## src/rtl/serial_sub8.sv

```systemverilog
// serial_sub8: bit-serial a - b, LSB first, with one borrow flop and a start/done handshake
module serial_sub8 #(
    parameter int WIDTH = 8
) (
    input  logic             clk,
    input  logic             rst,
    input  logic             start,
    input  logic [WIDTH-1:0] a,
    input  logic [WIDTH-1:0] b,
    output logic             busy,
    output logic             done,
    output logic [WIDTH-1:0] diff,
    output logic             borrow_out
);
    localparam int CW = (WIDTH > 1) ? $clog2(WIDTH) : 1;
    typedef enum logic [1:0] {IDLE, RUN, DONE} state_t;
    state_t state, state_nxt;
    logic [WIDTH-1:0] sa, sb, sr, sr_nxt;
    logic [CW-1:0] cnt;
    logic bor, bor_nxt, d, last;
    assign d       = sa[0] ^ sb[0] ^ bor;
    assign bor_nxt = (~sa[0] & sb[0]) | (~(sa[0] ^ sb[0]) & bor);
    assign sr_nxt  = {d, sr[WIDTH-1:1]};
    assign last    = cnt == CW'(WIDTH - 1);
    assign busy    = state == RUN;
    assign done    = state == DONE;
    always_ff @(posedge clk or posedge rst)
        if (rst) state <= IDLE;
        else state <= state_nxt;
    always_comb begin
        state_nxt = state;
        case (state)
            IDLE:    state_nxt = start ? RUN : IDLE;
            RUN:     state_nxt = last ? DONE : RUN;
            default: state_nxt = IDLE;
        endcase
    end
    // sr collects result bits privately; diff only updates on the final bit
    always_ff @(posedge clk or posedge rst)
        if (rst) begin
            sa         <= '0;
            sb         <= '0;
            sr         <= '0;
            bor        <= 1'b0;
            cnt        <= '0;
            diff       <= '0;
            borrow_out <= 1'b0;
        end else if (state == IDLE && start) begin
            sa  <= a;
            sb  <= b;
            bor <= 1'b0;
            cnt <= '0;
        end else if (state == RUN) begin
            sa  <= sa >> 1;
            sb  <= sb >> 1;
            sr  <= sr_nxt;
            bor <= bor_nxt;
            cnt <= cnt + CW'(1);
            if (last) begin
                diff       <= sr_nxt;
                borrow_out <= bor_nxt;
            end
        end
endmodule
```

## config.mk

```make
export PLATFORM = sky130hd
export DESIGN_NAME = serial_sub8
export DESIGN_NICKNAME = d
export VERILOG_FILES = /design/src/rtl/serial_sub8.sv
export SDC_FILE = /design/constraint.sdc
export NUM_CORES = 1
export LEC_CHECK = 0
export ABC_CLOCK_PERIOD_IN_PS = 1350
export CORE_MARGIN = 2
export CORE_UTILIZATION = 46
export CTS_CLUSTER_DIAMETER = 30
export DETAILED_ROUTE_END_ITERATION = 16
export GPL_ROUTABILITY_DRIVEN = 0
export PLACE_DENSITY = 0.74
export SLEW_MARGIN = 10
export SYNTH_ARGS = -nofsm -noshare
export SYNTH_HDL_FRONTEND = slang
export SYNTH_SLANG_ARGS = --single-unit
```

## constraint.sdc

```tcl
create_clock -name clk -period 1.35 [get_ports clk]
set_input_delay 0.27 -clock clk [delete_from_list [all_inputs] [get_ports clk]]
set_output_delay 0.27 -clock clk [all_outputs]
set_load 0.01 [all_outputs]
```

==> out/qor.csv <==
stage,metric,value,unit
outcome,status,"complete, but fails checks",
outcome,failing checks,setup timing,
synth,Synth Net Count,174,
clocking,Worst-path clk slew,110,ps
synth,area fraction of the dominant cell type after synthesis,56.6,%
global_routing,initial antenna violation count,0,
final_layout,"commonest non-fill, non-tap cell in the layout",dfrtp_1,
timing,Slew HR,75.8,%
min_path,Hold Crit Class,primary input to asynchronous set/reset pin,
worst_setup_path,Crit Path Category,flop to primary output,
routing,drt via density,5.36,
global_routing,first-pass GRT wire length,6.34,mm
die,DIE HEIGHT,64.4,um
clocking,Sink Count,38,
clocking,H-tree Lvls,2,
clocking,CTS Root Cell,clkbuf_4,
worst_setup_path,crit path DAT,1210,ps
worst_setup_path,Critical path buffers and inverters,3,
worst_setup_path,startpoint types,flop,
worst_setup_path,required time worst endpoint,1080,ps
die,core box area,0.00342,mm^2
timing,Clock Skew,2.64,ps
synth,Yosys top cell by area,dfrtp_1,
clocking,worst-skew pair later-pin latency,360,ps
worst_setup_path,FF-to-FF Start,cnt[1]$_DFFE_PP0P_,
final_layout,layout cells sized above 1,33.5,%
global_routing,largest net degree at the start of global routing,39,
place,DP HPWL,2.60,mm
worst_setup_path,register-to-register setup slack,-120,ps
synth,Synth cell types,26,
timing,final hold viol count,0,
global_routing,total grt overflow,0,
timing,Setup Viol. Count Final,18,
power,Final Total Pwr,5.18,mW
clocking,total CTS buffers,5,
final_layout,Final #Nets,227,
timing,fmax,677,MHz
power,PD cells,2110,mW/mm^2
flow_run,Max-Cap Viols,0,
die,Die Width,64.4,um
global_routing,Total GRT Usage,20.5,%
routing,1st-iter DRT viols,50,
worst_setup_path,path depth of the worst reg2reg path,5,
power,Leak,1.14,nW
synth,Yosys warnings,0,
place,Port Buffers,29,
worst_setup_path,"delay-heaviest family, CP",flip-flops,
synth,synthesis-stage register bit count,38,
place,placed cells,232,
timing,RSZ-0062 raised after global routing,true,
routing,mean routed wirelength per cell,15.8,um
die,Initial Util,49.2,%
routing,via count,1350,
place,DP Area,0.00213,mm^2
timing,min setup slack post-route,-126,ps
global_routing,vias in the first global route,1374,
final_layout,"commonest non-fill, non-tap cells in the layout","dfrtp_1, nand2_1, buf_4, clkdlybuf4s50_1, inv_1",
worst_setup_path,critical-path maximum fanout,2,
timing,final period utilization,109,%
final_layout,Final Non-Filler Cells,252,
final_layout,ant diodes,0,
worst_setup_path,Worst setup EP type,primary output,
clocking,CTS tree,built,
synth,Synth Area per Inst,11.0,um^2
routing,drt pass-1 iters,4,
timing,worst-margin pin slew,363,ps
timing,Final Max Tran Viols,0,
synth,synth top area cells,"dfrtp_1, mux2_2, nand2_1, o32ai_1, nor3b_1",
synth,sequential area share after synthesis,56.6,%
worst_setup_path,"Critical Path, Cell by Cell",buf_4 > buf_6 > nor2_2 > buf_2,
routing,Post-Route WL,3.98,mm
routing,DRT antenna net count,0,
die,row cnt,21,
place,pre-CTS setup slack,-255,ps
die,Top Ports,30,
worst_setup_path,RR Endpoint,diff[3]$_DFFE_PP0P_,
routing,Remaining DRCs,0,
worst_setup_path,max incr delay on CP,410,ps
synth,Synth Cell Area,0.00168,mm^2
final_layout,area growth from synthesis to layout,46.4,%
final_layout,fin area,0.00246,mm^2
die,die area,0.00415,mm^2
synth,cell count after synthesis,152,
power,Peak supply drop,1050,uV
clocking,Max clock buf depth,2,
worst_setup_path,slowest CP cell,dfrtp_1,
timing,min Tclk post-route,1480,ps
final_layout,filler cell count,251,
## how the worst max path moves through the flow
| stage | start | to | depth (start not counted) |
|---|---|---|---|
| after global routing | cnt[1]$_DFFE_PP0P_ | diff[3]$_DFFE_PP0P_ | 5 |
| after detailed placement | start | sa[5]$_DFFE_PP0P_ | 5 |
| after CTS | state[0]$_DFF_PP0_ | done | 4 |
| final | state[0]$_DFF_PP0_ | done | 4 |
| after floorplan | cnt[0]$_DFFE_PP0P_ | diff[0]$_DFFE_PP0P_ | 5 |
| after global placement | start | sa[4]$_DFFE_PP0P_ | 3 |
## power breakdown
group          internal [mW]  total [mW]  switching (mW)
registers               1.66        2.00           0.347
clock network          0.250       0.644           0.394
logic                   1.39        2.53            1.14
## synth_stat cells (all sizes together)
| master | number |
|---|---|
| buf | 10 |
| nor3b | 7 |
| nand2 | 23 |
| dfrtp | 38 |
| o22a | 4 |
| nor2 | 10 |
| mux2 | 8 |
| nand2b | 2 |
| ha | 2 |
| a211oi | 3 |
| fa | 1 |
| a22o | 4 |
| inv | 10 |
| mux2i | 1 |
| o32ai | 7 |
| o22ai | 8 |
| nor4b | 3 |
| o21ai | 2 |
| nand3b | 1 |
| clkinv | 1 |
| and2 | 1 |
| or2 | 1 |
| a21oi | 4 |
| o21bai | 1 |
## stage by stage
step                      utilization, %  hold slack, ps  TNS (ps)
after floorplan                        -             410      -253
after global placement              62.4             463     -3190
after detailed placement            62.4             477     -4490
after CTS                           67.9             262     -1280
after global routing                72.0             261     -2040
final                               72.0             258     -1200
## sequential cells by signal (all words and copies together), names as in the netlist
name / count
bor: 1
borrow_out: 1
cnt: 3
diff: 8
sa: 8
sb: 8
sr: 7
state: 2
## logic make-up (layout without fill, tap and decap cells)
family / after synthesis / in the layout / synth area share [%]
flip-flops: 38 / 38 / 56.6
adder cells (fa/ha/maj): 3 / 3 / 2.68
buffers and inverters: 21 / 75 / 6.18
AND/OR/NAND/NOR: 48 / 48 / 14.2
multiplexers: 9 / 9 / 5.96
AO/OA/AOI/OAI: 33 / 33 / 14.4
## worst reg2reg max path: stages, from the launching register on
cell and delay [ps]:
dfrtp_1 400, ha_2 200, ha_4 160, nand3b_1 140, buf_6 170, mux2_4 300
## layer usage
layer | global-route usage, % | vias to the layer above | share of wire (%)
met5 | 0 | - | 0
met4 | 9.04 | 0 | 2.2
met3 | 6.08 | 9 | 4.5
met2 | 34.5 | 37 | 51
met1 | 24.5 | 664 | 42
li1 | - | 640 | -
## layout make-up
type,count,area (um^2),area share [%]
tap,46,57.6,2.34
clock buffer,6,51.3,2.09
inverter,11,43.8,1.78
clock inverter,2,12.5,0.509
multi-input combinational,93,821,33.4
timing repair buffer,56,522,21.2
sequential,38,951,38.7
## timing repair
item | CTS | global route
endpoints found under the setup margin | 30 | 33
hold endpoints to repair | 0 | 0
gates resized for setup | 36 | 19
buffers inserted | 5 | 7
pin swaps | 12 | 11
hold buffers | 0 | 0
Power figures use the tool's default switching activity.
